--- src/rtl/alu_arb_pkg.sv ---
// Shared types and constants for the ALU arbiter slice.
// ALU_ARB_RR_EN selects round-robin arbitration; fixed priority otherwise.
package alu_arb_pkg;

  localparam int unsigned DATA_W = 32;
  localparam int unsigned OP_W   = 3;

  localparam logic [OP_W-1:0] OP_AND = 3'd0;
  localparam logic [OP_W-1:0] OP_OR  = 3'd1;
  localparam logic [OP_W-1:0] OP_ADD = 3'd2;
  localparam logic [OP_W-1:0] OP_SUB = 3'd3;
  localparam logic [OP_W-1:0] OP_XOR = 3'd4;
  localparam logic [OP_W-1:0] OP_NOR = 3'd5;
  localparam logic [OP_W-1:0] OP_LSL = 3'd6;
  localparam logic [OP_W-1:0] OP_LSR = 3'd7;

  typedef enum logic [1:0] {
    IDLE = 2'd0,
    EXEC = 2'd1,
    RESP = 2'd2
  } state_t;

endpackage

--- src/rtl/alu_arbiter_rr_arbiter.sv ---
// Request arbiter producing a one-hot grant.
// ALU_ARB_RR_EN: round-robin from last_grant+1; otherwise lowest index wins.
module rr_arbiter #(
  parameter int unsigned NUM_REQ = 4
) (
  input  logic               clk,
  input  logic               rst_n,
  input  logic [NUM_REQ-1:0] req,
  input  logic               advance,
  output logic [NUM_REQ-1:0] grant
);

`ifdef ALU_ARB_RR_EN
  localparam int unsigned PTR_W = $clog2(NUM_REQ);

  logic [PTR_W-1:0] r_last;
  logic [PTR_W-1:0] w_idx;
  logic             w_found;

  // Search upward from the requester after the last winner, wrapping.
  always_comb begin : p_search
    int unsigned c;
    c       = 0;
    grant   = '0;
    w_idx   = r_last;
    w_found = 1'b0;
    for (int unsigned k = 1; k <= NUM_REQ; k++) begin
      c = (32'(r_last) + k) % NUM_REQ;
      if (!w_found && req[PTR_W'(c)]) begin
        grant[PTR_W'(c)] = 1'b1;
        w_idx            = PTR_W'(c);
        w_found          = 1'b1;
      end
    end
  end

  always_ff @(posedge clk or negedge rst_n) begin
    if (!rst_n) begin
      r_last <= PTR_W'(NUM_REQ - 1);
    end else if (advance && w_found) begin
      r_last <= w_idx;
    end
  end
`else
  logic w_found;
  logic w_unused;

  always_comb begin
    grant   = '0;
    w_found = 1'b0;
    for (int unsigned i = 0; i < NUM_REQ; i++) begin
      if (!w_found && req[i]) begin
        grant[i] = 1'b1;
        w_found  = 1'b1;
      end
    end
  end

  assign w_unused = advance ^ clk ^ rst_n;
`endif

endmodule

--- src/rtl/alu_arbiter.sv ---
// Shares one combinational ALU among NUM_REQ valid/ready requesters.
// Arbitration policy selected by ALU_ARB_RR_EN (see rr_arbiter).
module alu_arbiter
  import alu_arb_pkg::*;
#(
  parameter int unsigned NUM_REQ = 4,
  parameter int unsigned ID_W    = $clog2(NUM_REQ)
) (
  input  logic                      clk,
  input  logic                      rst_n,
  input  logic [NUM_REQ-1:0]        Req_Valid,
  output logic [NUM_REQ-1:0]        Req_Ready,
  input  logic [NUM_REQ*DATA_W-1:0] Req_A,
  input  logic [NUM_REQ*DATA_W-1:0] Req_B,
  input  logic [NUM_REQ*OP_W-1:0]   Req_Op,
  output logic [DATA_W-1:0]         Alu_A,
  output logic [DATA_W-1:0]         Alu_B,
  output logic [OP_W-1:0]           Alu_Op,
  input  logic [DATA_W-1:0]         Alu_Out,
  input  logic                      Alu_Zero,
  output logic                      Rsp_Valid,
  input  logic                      Rsp_Ready,
  output logic [ID_W-1:0]           Rsp_Id,
  output logic [DATA_W-1:0]         Rsp_Data,
  output logic                      Rsp_Zero,
  output logic                      Busy
);

  state_t              r_state;
  logic [DATA_W-1:0]   r_alu_a;
  logic [DATA_W-1:0]   r_alu_b;
  logic [OP_W-1:0]     r_alu_op;
  logic [ID_W-1:0]     r_id;
  logic [DATA_W-1:0]   r_data;
  logic                r_zero;

  logic [NUM_REQ-1:0]  w_grant;
  logic                w_advance;
  logic [DATA_W-1:0]   w_sel_a;
  logic [DATA_W-1:0]   w_sel_b;
  logic [OP_W-1:0]     w_sel_op;
  logic [ID_W-1:0]     w_sel_id;

  assign w_advance = (r_state == IDLE) && (|Req_Valid);

  rr_arbiter #(.NUM_REQ(NUM_REQ)) u_arb (
    .clk     (clk),
    .rst_n   (rst_n),
    .req     (Req_Valid),
    .advance (w_advance),
    .grant   (w_grant)
  );

  // Operand/opcode mux driven by the one-hot grant.
  always_comb begin
    w_sel_a  = '0;
    w_sel_b  = '0;
    w_sel_op = '0;
    w_sel_id = '0;
    for (int unsigned i = 0; i < NUM_REQ; i++) begin
      if (w_grant[i]) begin
        w_sel_a  = Req_A[i*DATA_W +: DATA_W];
        w_sel_b  = Req_B[i*DATA_W +: DATA_W];
        w_sel_op = Req_Op[i*OP_W +: OP_W];
        w_sel_id = ID_W'(i);
      end
    end
  end

  always_ff @(posedge clk or negedge rst_n) begin
    if (!rst_n) begin
      r_state  <= IDLE;
      r_alu_a  <= '0;
      r_alu_b  <= '0;
      r_alu_op <= '0;
      r_id     <= '0;
      r_data   <= '0;
      r_zero   <= 1'b0;
    end else begin
      case (r_state)
        IDLE: begin
          if (w_advance) begin
            r_alu_a  <= w_sel_a;
            r_alu_b  <= w_sel_b;
            r_alu_op <= w_sel_op;
            r_id     <= w_sel_id;
            r_state  <= EXEC;
          end
        end
        EXEC: begin
          r_data  <= Alu_Out;
          r_zero  <= Alu_Zero;
          r_state <= RESP;
        end
        RESP: begin
          if (Rsp_Ready) begin
            r_state <= IDLE;
          end
        end
        default: r_state <= IDLE;
      endcase
    end
  end

  // Grant is only offered from IDLE; the response phase never regrants.
  assign Req_Ready = (r_state == IDLE) ? w_grant : '0;
  assign Alu_A     = r_alu_a;
  assign Alu_B     = r_alu_b;
  assign Alu_Op    = r_alu_op;
  assign Rsp_Valid = (r_state == RESP);
  assign Rsp_Id    = r_id;
  assign Rsp_Data  = r_data;
  assign Rsp_Zero  = r_zero;
  assign Busy      = (r_state != IDLE);

endmodule

--- config.mk ---
export PLATFORM = sky130hd
export DESIGN_NAME = alu_arbiter
export DESIGN_NICKNAME = d
export VERILOG_FILES = /design/src/rtl/alu_arb_pkg.sv /design/src/rtl/alu_arbiter_rr_arbiter.sv /design/src/rtl/alu_arbiter.sv
export SDC_FILE = /design/constraint.sdc
export NUM_CORES = 1
export LEC_CHECK = 0
export ABC_AREA = 1
export CAP_MARGIN = 20
export CORE_AREA = 3 3 160 162
export DETAILED_ROUTE_END_ITERATION = 8
export DIE_AREA = 0 0 163 165
export GPL_TIMING_DRIVEN = 0
export PLACE_DENSITY = 0.57
export SYNTH_ARGS = -nofsm -noshare
export SYNTH_HDL_FRONTEND = slang
export SYNTH_SLANG_ARGS = --single-unit
--- constraint.sdc ---
create_clock -name clk -period 1.6 [get_ports clk]
set_input_delay 0.16 -clock clk [delete_from_list [all_inputs] [get_ports clk]]
set_output_delay 0.16 -clock clk [all_outputs]
set_load 0.01 [all_outputs]
### After elaboration in Yosys (flattened, before gate mapping)

Cells that the tools add are included.

| word-level totals | value |
|---|---|
| register bits after elaboration | 104 |
| output and inout port bits | 108 |
| logic and storage cells | 48 |

| operators by class | value |
|---|---|
| equality and inequality tests | 4 |
| multiplexer cells | 25 |
| reduce and logical (&&, ||, !) cells | 12 |

Operators with widths:

| kind | count |
|---|---|
| $mux W32 | 8 |
| $mux W3 | 4 |
| $mux W2 | 4 |
| $mux W1 | 7 |
| $pmux W2 S3 | 1 |
| $logic_and A1 B1 Y1 | 4 |
| $mux W4 | 1 |
| $ne A2 B1 Y1 const B | 2 |
| $reduce_and A2 Y1 | 2 |
| $reduce_or A4 Y1 | 1 |
| $logic_not A1 Y1 | 3 |
| $eq A2 B1 Y1 const B | 1 |
| $eq A2 B2 Y1 const B | 1 |
| $logic_not A2 Y1 | 1 |
| $reduce_bool A2 Y1 | 1 |

### Longest topological paths before layout

Gate-level depths: netlist of run 1.

| depth | value |
|---|---|
| word-level depth | 11 |
| gate-level depth with buffers | 9 |
| mapped depth without buffers | 7 |

### Cells and area by module

A second synthesis of run 1 with hierarchy kept.

| unflattened totals | value |
|---|---|
| cells, all modules | 1122 |
| area total of the unflattened synthesis | 7214.4 µm² |

Modules (own cells, without submodules):

| module | instances | cells each | area each (µm²) | sequential area each (µm²) |
|---|---|---|---|---|
| alu_arbiter | 1 | 1113 | 7176.9 | 2602.5 |
| rr_arbiter | 1 | 9 | 37.5 | 0.0 |

### Worst setup path before layout of run 1

Ideal clock, no wire load.

| timing path | value |
|---|---|
| kind | flip-flop to flip-flop |
| from | register r_state[1] |
| to | register r_alu_a[10], in the netlist Alu_A[10] |
| setup time | 71 ps |
| arrival time | 1181 ps |
| data required time | 1529 ps |
| setup slack | 348 ps |
| cell stages (with the launch flop) | 8 |
| path buffers | 2 |
| period minus slack after synthesis | 1252 ps |
| cells stage by stage | dfrtp_1 -> nor2_2 -> inv_2 -> a21oi_4 -> buf_4 -> buf_4 -> nor2_1 -> nor2_1 |

| on the way | value |
|---|---|
| cells in the longest elaborated chain, start to end | 3 |

Ends and longest elaborated chain:

| item | RTL line | source |
|---|---|---|
| from (decl) | alu_arbiter.sv:29 | `state_t r_state;` |
| from (signal assigned) | alu_arbiter.sv:72 | `r_state <= IDLE;` |
| from (signal assigned) | alu_arbiter.sv:87 | `r_state <= EXEC;` |
| from (signal assigned) | alu_arbiter.sv:93 | `r_state <= RESP;` |
| $logic_not A2 Y1 (*) | alu_arbiter.sv:44, alu_arbiter.sv:80 |  |
| $logic_and A1 B1 Y1 | alu_arbiter.sv:44 | `assign w_advance = (r_state == IDLE) && (\|Req_Valid);` |
| $reduce_and A2 Y1 (no source line) (*) | n/a |  |
| to (signal assigned) | alu_arbiter.sv:83 | `r_alu_a <= w_sel_a;` |
| to (decl) | alu_arbiter.sv:30 | `logic [DATA_W-1:0] r_alu_a;` |

Every way passes the cells marked *; elsewhere a longest branch is shown, timed or not.
A chain may end at the register's enable or synchronous reset.

### Worst setup path in the final report of run 1

| timing path | value |
|---|---|
| from | register r_state[1] |
| to | output Req_Ready[1] |

| on the way | value |
|---|---|
| cells in the longest elaborated chain, start to end | 2 |

Ends and longest elaborated chain:

| item | RTL line | source |
|---|---|---|
| $logic_not A2 Y1 | alu_arbiter.sv:106 | `assign Req_Ready = (r_state == IDLE) ? w_grant : '0;` |
| $mux W4 | alu_arbiter.sv:106 |  |
| to (decl) | alu_arbiter.sv:12 | `output logic [NUM_REQ-1:0] Req_Ready,` |

Every way passes these cells.

==> results of run 1 <==
-- final cells by class --
class / count / area (um^2) / area share [%]
buffer: 68 / 395.4 / 3.527
clock buffer: 9 / 225.2 / 2.009
clock inverter: 7 / 65.06 / 0.5804
inverter: 41 / 156.4 / 1.395
multi-input combinational: 692 / 3204 / 28.58
sequential: 104 / 2603 / 23.21
tap: 324 / 405.4 / 3.616
timing repair buffer: 415 / 4156 / 37.08
-- cell families (layout without fill, tap and decap cells) --
family | Yosys count | after routing
simple gates | 655 | 655
buf+inv | 109 | 540
flops | 104 | 104
mux | 33 | 33
compound gates | 4 | 4
-- cell usage in the layout, fill, tap and decap left out, types with 2 or more instances in the layout --
| cell type | count |
|---|---|
| nand4_1 | 33 |
| clkbuf_2 | 2 |
| clkbuf_16 | 9 |
| nand2_1 | 275 |
| clkinvlp_4 | 2 |
| o21ai_0 | 2 |
| buf_4 | 20 |
| clkbuf_1 | 9 |
| nand3_1 | 168 |
| dlygate4sd2_1 | 2 |
| dfrtp_1 | 104 |
| buf_6 | 5 |
| clkdlybuf4s50_1 | 404 |
| mux2_2 | 33 |
| buf_2 | 28 |
| buf_1 | 7 |
| inv_2 | 2 |
| clkbuf_4 | 2 |
| inv_1 | 38 |
| nor2_1 | 171 |
| nor2_2 | 3 |
-- power by group --
group	total, mW	internal, mW	switching, mW
Sequential	4.67	3.95	0.711
Clock	2.21	1.09	1.12
Combinational	8.44	4.47	3.97
-- worst max-delay path, stage by stage, from the launching register on --
cell,delay [ns]
dfrtp_1,0.41
nor2_4,0.16
inv_2,0.10
nor2_1,0.09
clkdlybuf4s15_2,0.24
-- metal layers --
layer  wire length, um  share of wire, %  track usage (%)  vias up
met5                 0                 0                0        -
met4               451               1.5            4.767        0
met3              2756               9.3            6.546       25
met2             15060                51            38.52      314
met1             11500                39            23.69     3443
li1                  -                 -                -     3754
-- flip-flops by register name (all words and copies together), names as in the netlist --
name,cells
Rsp_Id,2
Alu_A,32
r_state,2
Alu_Op,3
Rsp_Zero,1
Alu_B,32
Rsp_Data,32
-- through the flow --
| step | total power [mW] | util (%) | hold WS [ns] | cells |
|---|---|---|---|---|
| floorplan | 8.411 | - | -0.1356 | 905 |
| global placement | 13.11 | 44.67 | 0.4599 | 1640 |
| detailed placement | 13.22 | 44.79 | 0.08605 | 1641 |
| CTS | 15.52 | 46.14 | 0.2593 | 1659 |
| global route | 16.47 | 46.23 | 0.2751 | 1660 |
| finish | 15.31 | 46.23 | 0.2643 | 1660 |
-- timing repair --
item | CTS | global route
hold endpoints to repair | 34 | 0
setup endpoints to repair | 32 | 49
pin swaps | 1 | 2
hold buffers | 1 | 0
buffers inserted | 1 | 1
resized for setup | 21 | 10
-- path summary, 6_finish.rpt --
check / cells past startpoint / to / slack (ns)
min in group clk: 5 / Alu_B[30] / 0.33
max in group asynchronous: 3 / Alu_A[1] / 0.63
hold / removal: 2 / Rsp_Data[2] / 0.26
setup reg to reg: 7 / Alu_A[16] / 0.12
setup / recovery: 4 / Req_Ready[1] / 0.09
hold reg to reg: 2 / Alu_A[6] / 0.48
==> run metrics, run 1 <==
outcome completed; pins over their slew limit 0; CTS H-tree lvls 3; horizontal die dimension about 160 um; Sum Neg Setup Slack 0 ns; via count of the first global-routing pass approximately 7,400; number of port buffers 411; worst-case headroom to the max-slew limit about half; launching element type of the critical path flip-flop; startpoint of the worst setup timing path r_state[1]; P per Cell Area 1366 nW/um^2; count of clock tree sinks roughly 100; largest family of logic cells by synthesized area simple AND/OR/NAND/NOR gates; Placement Rows between 50 and 60; fraction of synthesized cell area in xor and xnor cells 0%; critical path peak fanout 6; type of the worst setup path flip-flop to primary output; area share of the largest cell type after synthesis between 40% and 50%; maximum clock insertion buffer count 2; Final WS setup 0.08885 ns; Max Clock Skew between 0.01 and 0.015 ns; Root Buffer clkbuf_16; top cells by area, synth dfrtp_1 (41%), nand2_1 (16%), nand3_1 (13%); Die H ~170 um; RSZ-0062 raised after global routing true; number of top-level design ports 416; Syn-to-layout area delta 77.60%; area of all placed cells without fillers 11,210 um^2; slew at the pin closest to its max-slew limit between 0.7 and 0.8 ns; Net Count, Synth 1,213; post-placement worst setup slack -0.3980 ns; fraction of the yosys area taken by sequential cells about two fifths; endpoint kind of the worst setup timing path primary output; remaining global-route overflow 0; number of flops mapped to enable cells by yosys 0; required arrival time at the worst endpoint roughly 1.4 ns; Arr. time, crit path ~1.4 ns; routability congestion estimate from global placement between 0.8 and 0.9; Seq cells post-synth ~100; final-report setup violation count 0; worst vdd rail ir drop between 0.5 and 0.6 mV; first-pass GRT wire length about 43,000 um; cell type with the highest aggregate area in the netlist dfrtp_1; DR WL/cell about 18 um; share of async-settable or async-resettable flops after synthesis 100.0%; final antenna diode count 0; Core Area 24,250 um^2; clock-pin transition on the worst setup and hold timing paths 0.08 ns; number of nets at the end of the flow roughly 1,600; placed instance area around 11,000 um^2; Initial Utilization between 20% and 30%; dominant register cell in the synthesized netlist dfrtp_1; unique cell type count in the Yosys netlist 20; Synth top cells by count nand2_1 (276), nor2_1 (172), nand3_1 (168), dfrtp_1 (104), inv_1 (38); layout filler cell count between 2,000 and 3,000; Avg Synthesized Cell Area 6.975 um^2; reg-to-reg critical path startpoint r_state[1]; Worst-Skew Late Latency around 0.35 ns; static leakage power between 5 and 6 nW; die area between 20,000 and 30,000 um^2; overall global routing resource usage 20.94%; min Tclk post-route 1.511 ns; share of synthesized area spent on multiplexers about 5.9%; count leader, synth nand2_1; overall routed net length 29,760 um; Post-DRT Antenna Nets 0; vias per cell between 4 and 5; synthesized instance count 905; Detailed Place HPWL approximately 24,000 um; initial DRC count between 400 and 500; post-detailed-route DRC marker count 0; Adder-Cell Fraction of Synth Area 0%; antenna violations before repair 0; fraction of layout cells with a size suffix above 1 roughly 8.9%; vias around 7,500; maximum number of pins on one net before global-route repair 71; highest achievable clock rate between 0.6 and 0.7 GHz; part of the cycle the worst path needs 94.45%; max capacitance violation total 0; Final Hold Fails 0; TritonCTS buffer count 9; total number of yosys warnings 0; mapped cell area 6312 um^2; length of the first detailed-routing pass in iterations 5; Synth Area in Simple Gates approximately 44%; complex-gate fraction of the synthesized area less than 1%; TritonCTS clock tree yes; path type of the worst min-delay path input pin to async pin
Note: power is estimated with default switching activity, not from simulation.
==> run 2: changes to the inputs <==
- CORE_AREA: 3 3 160 162 -> 2 2 159 161
- DIE_AREA: 0 0 163 165 -> 0 0 161 163
==> run metrics, run 2 (synthesized netlist as in run 1, its figures left out) <==
overall global routing resource usage 21.65% (+0.71 points); TritonCTS clock tree yes; DR WL/cell 17.28 um (-3.6%); Arr. time, crit path 1.35 ns (about the same); antenna violations before repair 0 (unchanged); clock group share of total power 15.0% (+0.6 points); commonest non-fill, non-tap cell in the layout clkdlybuf4s50_1; pins over their slew limit 0 (unchanged); power share of the combinational group 54.8% (-0.3 points); highest achievable clock rate 0.6643 GHz (+0.39%); Worst-Skew Late Latency 0.36 ns (about the same); maximum number of pins on one net before global-route repair 56 (-21%); final cell count without fillers 1,665 (+0.30%); vias 7,478 (-0.77%); clock-pin transition on the worst setup and hold timing paths 0.08 ns (about the same); Max Clock Skew 0.01216 ns (+0.0001488 ns); die area 26,240 um^2 (-2.4%); part of the cycle the worst path needs 94.08% (-0.36 points); worst setup slack for register-to-register paths 0.13 ns (about the same); CTS H-tree lvls 3 (unchanged); min Tclk post-route 1.505 ns (-0.005800 ns); first-pass GRT wire length 43,330 um (+1.2%); required arrival time at the worst endpoint 1.44 ns (about the same); remaining global-route overflow 0 (unchanged); Pwr Total 15.26 mW (-0.33%); final-report setup violation count 0 (unchanged); TritonCTS buffer count 9 (unchanged); Placement Rows 58 (+1.8%); post-placement worst setup slack -0.3751 ns (+0.02288 ns); horizontal die dimension 161 um (-1.2%); length of the first detailed-routing pass in iterations 5 (unchanged); final antenna diode count 0 (unchanged); Sum Neg Setup Slack 0 ns (unchanged); routability congestion estimate from global placement 0.8824 (+3.9%); via count of the first global-routing pass 7,538 (+1.5%); Root Buffer clkbuf_16; Core Area 24,670 um^2 (+1.8%); Detailed Place HPWL 23,380 um (-2.1%); P per Cell Area 1360 nW/um^2 (-0.42%); type of the worst setup path input pin to primary output; GR Util met2 41.05% (+2.5 points); maximum clock insertion buffer count 2 (unchanged); overall routed net length 28,770 um (-3.3%); Net Sw Power 5.717 mW (-1.5%); met3 usage 5.984% (-0.56 points); met1 usage 24.41% (+0.72 points); number of placed instances, taps included 1,647 (+0.37%); outcome completed; Switching Fraction 37.46% (-0.44 points); endpoint kind of the worst setup timing path primary output; launching element type of the critical path input pin; Syn-to-layout area delta 77.76% (about the same); slew at the pin closest to its max-slew limit 0.7093 ns (-0.06823 ns); static leakage power 5.057 nW (about the same); GR peak layer met2; vias per cell 4.491 (-1.1%); initial DRC count 414 (-0.96%); worst-case headroom to the max-slew limit 52.71% (+4.5 points); Initial Utilization 25.58% (-0.45 points); hold_ws 0.3130 ns (+0.04874 ns); critical path peak fanout 10 (+4); number of nets at the end of the flow 1,638 (-0.061%); Final Hold Fails 0 (unchanged); register share of total power 30.3% (-0.2 points); worst vdd rail ir drop 0.6222 mV (+6.2%); layout filler cell count 2,600 (+3.0%); number of port buffers 411 (unchanged); Final WS setup 0.09465 ns (+0.005800 ns); path type of the worst min-delay path input pin to flip-flop; max capacitance violation total 0 (unchanged); Post-DRT Antenna Nets 0 (unchanged); number of top-level design ports 416 (unchanged); post-detailed-route DRC marker count 0 (unchanged); fraction of layout cells with a size suffix above 1 8.764% (-0.14 points); leading cell types in the layout, fill and taps excluded clkdlybuf4s50_1 (404), nand2_1 (275), nor2_1 (172); Die H 163 um (-1.2%); RSZ-0062 raised after global routing false; internal power consumption 9.545 mW (+0.38%); count of clock tree sinks 104 (unchanged)
[run 2: critical path: stages]
cell	delay [ns]
buf_2	0.21
inv_2	0.21
buf_2	0.28
nand2_1	0.11
nor2_1	0.12
clkdlybuf4s15_2	0.24
[run 2: repair_timing]
action                                  in CTS  in global routing
hold endpoints to repair                    49                  0
setup buffers                                1                  0
endpoints found under the setup margin      31                 61
pin swaps                                    1                  1
cloned                                       0                  0
hold buffers                                 1                  0
resized for setup                           18                 10
[run 2: path summary, 6_finish.rpt]
check / start / endpoint / cells past startpoint
max: Req_Valid[0] / Req_Ready[1] / 6
min: Req_Valid[3] / Alu_B[30] / 5
max reg2reg: r_state[1] / Rsp_Data[19] / 4
min reg2reg: Alu_B[28] / Alu_B[28] / 2
max in group asynchronous: rst_n / Alu_A[1] / 3
min in group asynchronous: rst_n / Rsp_Data[5] / 2
[run 2: power groups by stage]
stage | clock network [mW] | logic [mW] | registers [mW]
3_5_place_dp | 0 | 8.44 | 4.67
5_1_grt | 2.48 | 9.23 | 4.80
4_1_cts | 2.39 | 8.47 | 4.63
3_3_place_gp | 0 | 8.41 | 4.60
6_report | 2.28 | 8.36 | 4.62
2_1_floorplan | 0 | 3.17 | 5.24
[run 2: per-layer routing]
metal | routed length, um | share of wire [%]
met5 | 0 | 0
met1 | 11300 | 39
met4 | 257 | 0.89
met3 | 2335 | 8.1
met2 | 14880 | 52
[run 2: final cells by class]
class	instances	area [um^2]	share of cell area, %
plain buffers	68	391.6	3.490
inverters	41	158.9	1.416
clock inverters	6	62.56	0.5575
well taps	330	412.9	3.680
clock buffers	10	239.0	2.130
multi-input cells	692	3202	28.53
flip-flops and latches	104	2603	23.19
repair buffers	414	4151	37.00
[run 2: metrics by stage]
stage          utilization, %  instance area, um^2
6_report                45.48                11220
5_1_grt                 45.48                11220
4_1_cts                 45.36                11190
3_5_place_dp            44.03                10860
3_3_place_gp            43.93                10840
2_1_floorplan               -                 6312
